<file path="src/rtl/store_align_unit.sv">
// Sequential store aligner between the LSU and the data-memory bus.
// Lane-aligns store data and byte enables; splits or faults stores that cross a bus word.
module store_align_unit #(
    parameter int unsigned XLEN           = 32,
    parameter int unsigned MISALIGN_SPLIT = 1
) (
    input  logic                clk,
    input  logic                rst,
    input  logic                req_valid,
    output logic                req_ready,
    input  logic [XLEN-1:0]     req_addr,
    input  logic [XLEN-1:0]     req_wdata,
    input  logic [1:0]          req_size,
    output logic                bus_valid,
    input  logic                bus_ready,
    output logic [XLEN-1:0]     bus_addr,
    output logic [XLEN-1:0]     bus_wdata,
    output logic [XLEN/8-1:0]   bus_be,
    output logic                done,
    output logic                fault
);

    localparam int unsigned NB   = XLEN / 8;
    localparam int unsigned OFFW = $clog2(NB);

    typedef enum logic [1:0] {IDLE, BEAT0, BEAT1, FAULT} state_t;

    state_t            state, state_next;
    logic [NB-1:0]     base_mask;
    logic [XLEN-1:0]   data_m;
    logic [OFFW-1:0]   off;
    logic [2*NB-1:0]   mask2;
    logic [2*XLEN-1:0] data2;
    logic              size_legal;
    logic              crosses;

    logic              req_ready_next;
    logic              bus_valid_next;
    logic [XLEN-1:0]   bus_addr_next;
    logic [XLEN-1:0]   bus_wdata_next;
    logic [NB-1:0]     bus_be_next;
    logic              done_next;
    logic              fault_next;
    logic [NB-1:0]     hi_be, hi_be_next;
    logic [XLEN-1:0]   hi_wdata, hi_wdata_next;

    // Request decode: a two-word-wide view of the shifted enables and data.
    always_comb begin
        off        = req_addr[OFFW-1:0];
        size_legal = 32'(req_size) <= OFFW;
        base_mask  = '0;
        data_m     = '0;
        for (int unsigned i = 0; i < NB; i++) begin
            base_mask[i]     = i < (32'd1 << req_size);
            data_m[8*i +: 8] = base_mask[i] ? req_wdata[8*i +: 8] : 8'h00;
        end
        mask2   = (2*NB)'(base_mask) << off;
        data2   = (2*XLEN)'(data_m) << {off, 3'b000};
        crosses = |mask2[2*NB-1:NB];
    end

    // Next-state and registered-output values.
    always_comb begin
        state_next     = state;
        bus_valid_next = bus_valid;
        bus_addr_next  = bus_addr;
        bus_wdata_next = bus_wdata;
        bus_be_next    = bus_be;
        hi_be_next     = hi_be;
        hi_wdata_next  = hi_wdata;
        done_next      = 1'b0;
        fault_next     = 1'b0;

        case (state)
            IDLE: begin
                if (req_valid && req_ready) begin
                    if (!size_legal || (crosses && MISALIGN_SPLIT == 32'd0)) begin
                        state_next = FAULT;
                        done_next  = 1'b1;
                        fault_next = 1'b1;
                    end else begin
                        state_next     = BEAT0;
                        bus_valid_next = 1'b1;
                        bus_addr_next  = {req_addr[XLEN-1:OFFW], OFFW'(0)};
                        bus_be_next    = mask2[NB-1:0];
                        bus_wdata_next = data2[XLEN-1:0];
                        hi_be_next     = mask2[2*NB-1:NB];
                        hi_wdata_next  = data2[2*XLEN-1:XLEN];
                    end
                end
            end
            BEAT0: begin
                if (bus_ready) begin
                    if (|hi_be) begin
                        state_next     = BEAT1;
                        bus_addr_next  = bus_addr + XLEN'(NB);
                        bus_be_next    = hi_be;
                        bus_wdata_next = hi_wdata;
                    end else begin
                        state_next     = IDLE;
                        bus_valid_next = 1'b0;
                        done_next      = 1'b1;
                    end
                end
            end
            BEAT1: begin
                if (bus_ready) begin
                    state_next     = IDLE;
                    bus_valid_next = 1'b0;
                    done_next      = 1'b1;
                end
            end
            FAULT: begin
                state_next = IDLE;
            end
            default: begin
                state_next     = IDLE;
                bus_valid_next = 1'b0;
            end
        endcase

        req_ready_next = (state_next == IDLE);
    end

    always_ff @(posedge clk) begin
        if (rst) begin
            state     <= IDLE;
            req_ready <= 1'b1;
            bus_valid <= 1'b0;
            bus_addr  <= '0;
            bus_wdata <= '0;
            bus_be    <= '0;
            hi_be     <= '0;
            hi_wdata  <= '0;
            done      <= 1'b0;
            fault     <= 1'b0;
        end else begin
            state     <= state_next;
            req_ready <= req_ready_next;
            bus_valid <= bus_valid_next;
            bus_addr  <= bus_addr_next;
            bus_wdata <= bus_wdata_next;
            bus_be    <= bus_be_next;
            hi_be     <= hi_be_next;
            hi_wdata  <= hi_wdata_next;
            done      <= done_next;
            fault     <= fault_next;
        end
    end

endmodule
</file>
<file path="config.mk">
export PLATFORM = sky130hd
export DESIGN_NAME = store_align_unit
export DESIGN_NICKNAME = d
export VERILOG_FILES = /design/src/rtl/store_align_unit.sv
export SDC_FILE = /design/constraint.sdc
export NUM_CORES = 1
export LEC_CHECK = 0
export ABC_AREA = 1
export ABC_CLOCK_PERIOD_IN_PS = 1800
export BUFFER_PORTS_ARGS = -buffer_cell sky130_fd_sc_hd__buf_2
export CAP_MARGIN = 20
export CORE_MARGIN = 8
export CORE_UTILIZATION = 29
export DETAILED_ROUTE_END_ITERATION = 12
export HOLD_SLACK_MARGIN = 0.05
export PLACE_DENSITY = 0.48
export REMOVE_ABC_BUFFERS = 1
export SKIP_LAST_GASP = 1
export SLEW_MARGIN = 30
export SYNTH_ARGS = -nofsm -noshare
export SYNTH_HDL_FRONTEND = slang
export SYNTH_SLANG_ARGS = --single-unit
</file>
<file path="constraint.sdc">
create_clock -name clk -period 1.8 [get_ports clk]
set_input_delay 0.36 -clock clk [delete_from_list [all_inputs] [get_ports clk]]
set_output_delay 0.36 -clock clk [all_outputs]
set_load 0.02 [all_outputs]
</file>
== Word level (Yosys, flattened, before mapping) ==
Index checks and enable logic that the tools add are counted.
Storage, ports and cells
  bits in registers: 110
  logic and storage cells: 76
  output and inout bits: 72
Cells by class
  order comparisons: 5
  shift operators: 3
  reductions and logical operators: 10
  add/sub/neg operators: 1
  equality and inequality tests: 9
  muxes and demuxes: 37
  bitwise logic cells: 1
Operators by type and width (count)
  32-bit two-way mux: 8
  32-bit case mux with 2 select lines: 2
  1-bit by 32-bit less-than comparator with 1-bit output (first input constant): 2
  2-bit by 32-bit less-than comparator with 1-bit output (first input constant): 2
  32-bit by 5-bit left shift with 64-bit output: 1
  32-bit by 3-bit adder with 32-bit output (second input constant): 1
  8-bit two-way mux: 4
  1-bit by 2-bit left shift with 32-bit output (first input constant): 1
  4-bit two-way mux: 4
  2-bit != test (second input constant): 6
  1-bit two-way mux: 10
  2-bit two-way mux: 5
  2-bit case mux with 4 select lines: 1
  4-bit case mux with 2 select lines: 1
  4-bit by 2-bit left shift with 8-bit output: 1
  1-bit case mux with 3 select lines: 2
  6-bit AND reduction: 1
  5-bit AND reduction: 1
  2-bit equality test (second input constant): 2
  2-bit zero test: 2
  4-bit OR reduction: 1
  3-bit AND reduction: 1
  3-bit nonzero test: 1
  2-bit by 1-bit equality test with 1-bit output (second input constant): 1
  other kinds (5): 5

== Longest topological paths before layout ==
  depth after elaboration: 7
  gate-level depth with buffers: 11
  depth with buffers taken out: 10

== Worst setup path before layout ==
Ideal clock, no wire load.
  kind: register -> register
  start point: register bus_addr[3]
  end point: register bus_addr[28]
  path buffers: 0
  cell stages (with the launch flop): 11
  arrival: 1.453 ns
  data required time: 1.662 ns
  slack: 0.210 ns
  cell sequence: dfxtp_1 -> ha_1 -> nand2_1 -> nor2_4 -> nand2_4 -> nor2_2 -> nand2_1 -> nand2_1 -> nand3_1 -> nand2_1 -> a21oi_2
Between the ends
  word-level cells in the longest chain between the ends: 4
RTL lines
  start, declared: RTL line 16  | output logic [XLEN-1:0] bus_addr,
  start signal, assigned: RTL line 141  | bus_addr <= bus_addr_next;
  32-bit by 3-bit adder with 32-bit output: RTL line 96  | bus_addr_next = bus_addr + XLEN'(NB);
  32-bit two-way mux: RTL line 94  | if (|hi_be) begin
  32-bit two-way mux: RTL line 93  | if (bus_ready) begin
  32-bit case mux with 2 select lines: RTL line 74  | case (state)
No other way between the ends. The select of a mux whose other input is x is not followed.
A chain may end at the register's enable or synchronous reset.

== Worst setup path in the final report ==
  start point: register state[1]
  end point: register hi_wdata[7]
Between the ends
  word-level cells in the longest chain between the ends: 2
RTL lines
  start, declared: RTL line 28  | state_t state, state_next;
  start signal, assigned: RTL line 138  | state <= state_next;
  2-bit zero test: RTL line 74
  3-bit AND reduction (no line)
  end signal, assigned: RTL line 145  | hi_wdata <= hi_wdata_next;
  end, declared: RTL line 45  | logic [XLEN-1:0] hi_wdata, hi_wdata_next;
No other way between the ends.

==> summary.md <==
| Metric | Value |
|---|---|
| Row cnt | `52` |
| WL/cell | `around 16 um` |
| Initial antenna violation count | `2` |
| Final hold vios | `0` |
| Final Cycle Share | `around 94%` |
| Fin cells | `1341` |
| Commonest non-fill, non-tap cell in the layout | `nand2_1` |
| Hold_buf cts | `0` |
| Final Wtd Congestion | `between 0.8 and 0.9` |
| Port Buf Inserts | `~140` |
| Clk root buf | `clkbuf_16` |
| Yosys cell types | `40` |
| Max-Cap Viols | `0` |
| Flops & latches, synth | `99` |
| Asr flop ratio synth | `0%` |
| Critical path arrival | `1.95 ns` |
| Post-DP HPWL | `15600 um` |
| Antenna-violating nets left | `0` |
| Crit Path Class | `register to register` |
| HP Class | `input port to register` |
| Chip Height | `between 150 and 200 um` |
| DRC viols | `0` |
| Sequential area share after synthesis | `between 30% and 40%` |
| Core Region | `about 20000 um^2` |
| Layout area overhead | `25.1%` |
| Initial core utilization | `29.5%` |
| Gate Count Post-Synth | `just over 900` |
| Die X | `between 150 and 200 um` |
| Critical Path Fanout Max | `17` |
| Startpoint types | `register` |
| Slew Viols, Final | `0` |
| Critical path endpoint category | `register` |
| Cts bufs inserted | `9` |
| # nets final | `around 1.1k` |
| Clock Sink Count | `99` |
| R2r worst-path depth | `8` |
| Routed WL | `between 20000 and 25000 um` |
| TritonRoute pass-1 iters | `5` |
| Final Setup Violations | `0` |
| RSZ-0062 raised after global routing | `yes` |
| Via Count | `between 6k and 7k` |
| Util after Layout | `36.9%` |
| Crit path time final | `~1.7 ns` |
| Setup Skew | `0.00841 ns` |
| Clk buf depth | `2` |
| Clock transition at path regs | `around 0.08 ns` |
| Worst VDD drop | `~0.50 mV` |
| Drt via density | `4.72` |
| Overall routing resource usage | `~16%` |
| Antenna Cells | `0` |
| CTS H-tree lvls | `3` |
| Synth Flop Type | `dfxtp_1` |
| Synthesized cell area | `between 5000 and 6000 um^2` |
| FMAX | `slightly below 600 MHz` |
| Final instance area | `roughly 7400 um^2` |
| Req. time, crit path | `2.05 ns` |
| Hold Slack | `a little over 0.3 ns` |
| Status | `finished clean` |
| Fillcell total | `approximately 2.3k` |
| Layout cell share with drive strength beyond 1 | `25.7%` |
| Worst skew pair latency | `0.36 ns` |
| EDFF count, synth | `0` |
| CTS tree | `done` |
| Ports | `about 140` |
| Hold Path Stages | `3` |
| DP Cell Count | `roughly 1.3k` |
| Vias in the first global route | `about 6.4k` |
| Pwr Density | `between 1000 and 1500 nW/um^2` |
| Avg Inst Size Synth | `~6.4 um^2` |
| Leak | `~3.1 nW` |
| Commonest cells after routing, fill and taps aside | `nand2_1 (264), nor2_1 (151), buf_2 (139), dfxtp_1 (96), o21ai_0 (67)` |
| Detailed router's first-iteration violation count | `337` |
| Pin count of the biggest net entering global routing | `57` |
| Total Power | `between 0.01 and 0.015 W` |
| Die ar. | `between 20000 and 30000 um^2` |
| Post-DP Area | `around 7000 um^2` |
| Global-route wire length before repair | `33900 um` |
| YS warnings | `0` |
| Gr ovfl total | `0` |
-- registers in the layout (all words and copies together) (netlist names) --
| signal | flops |
|---|---|
| fault | 1 |
| done | 1 |
| state | 2 |
| bus_addr | 30 |
| bus_wdata | 32 |
| bus_be | 4 |
| hi_wdata | 24 |
| hi_be | 3 |
| bus_valid | 1 |
| req_ready | 1 |
-- power by group --
group          leakage [nW]  internal [W]  switching, W
clock network         0.149       0.00111      0.000990
logic                  2.18       0.00176       0.00307
registers             0.812       0.00280      0.000493
total                  3.14       0.00566       0.00455
-- worst max-delay path, cell delays in order, from the launching register on --
cell      delay (ns)
dfxtp_1         0.35
inv_1           0.12
ha_2            0.22
inv_2           0.08
nor2_2          0.15
nand2_2         0.12
buf_4           0.22
o311ai_1        0.25
a21oi_1         0.07
-- worst paths after layout --
kind	to	slack, ns	start
max	hi_wdata[7]	0.11	state[1]
min	done	0.31	bus_ready
max reg2reg	hi_wdata[7]	0.11	state[1]
min reg2reg	hi_wdata[11]	0.47	hi_wdata[11]
-- per-stage QoR --
step,worst slack (ns),TNS [ns]
floorplan,-1.37,-89.06
global placement,0.0348,0
detailed placement,0.0166,0
CTS,0.0121,0
global route,-0.0487,-0.0530
finish,0.105,0
-- timing repair --
| action | 4_1_cts | 5_1_grt |
|---|---|---|
| gates cloned | 0 | 1 |
| setup buffers | 0 | 4 |
| pin swaps | 0 | 1 |
| resized for setup | 1 | 12 |
| endpoints found under the setup margin | 1 | 60 |
-- cell families after synthesis --
| group | synth area share [%] |
|---|---|
| flops | 33.3 |
| fa+ha+maj | 1.05 |
| compound gates | 21.3 |
| buf+inv | 9.14 |
| other cells | 0.0630 |
| simple gates | 35.1 |
-- cell usage after synthesis (2+ instances only) --
master / count / area share, %
nor2_4: 8 / 1.5
o31ai_1: 2 / 0.25
a21oi_1: 56 / 4.7
nand2_2: 12 / 1.3
o311ai_1: 3 / 0.44
buf_2: 24 / 2.0
nor2_2: 14 / 1.5
nor3_1: 4 / 0.34
nand3b_1: 2 / 0.25
buf_4: 8 / 1.0
o21ai_2: 4 / 0.59
dfxtp_1: 99 / 33
inv_2: 7 / 0.44
nand2_1: 265 / 17
o21a_1: 6 / 0.76
a22oi_1: 12 / 1.5
o21ai_0: 67 / 5.6
inv_1: 48 / 3.0
o22ai_1: 2 / 0.21
a31oi_1: 5 / 0.53
ha_1: 5 / 1.1
o21ai_1: 26 / 2.2
o211ai_1: 2 / 0.25
nor2_1: 153 / 9.6
nand3_1: 36 / 3.0
buf_6: 8 / 1.5
a21oi_2: 17 / 2.5
a32o_1: 5 / 0.84
clkbuf_1: 16 / 1.0
nand4_1: 2 / 0.21
-- metal layers --
metal | routed length, um | vias up | global-route usage, %
met5 | 29 | - | 0
met4 | 276 | 4 | 4.07
met3 | 1230 | 22 | 4.91
met2 | 9860 | 187 | 27.8
met1 | 9670 | 2835 | 19.9
li1 | - | 3279 | -
-- final cells by class --
type / instances / area, um^2 / area share [%]
Sequential cell: 99 / 1990 / 26.7
Inverter: 56 / 210 / 2.82
Clock buffer: 9 / 225 / 3.02
Timing Repair Buffer: 183 / 1150 / 15.4
Clock inverter: 7 / 83.8 / 1.13
Multi-Input combinational cell: 717 / 3460 / 46.4
Tap cell: 270 / 338 / 4.54
(Power assumes the default switching activity.)
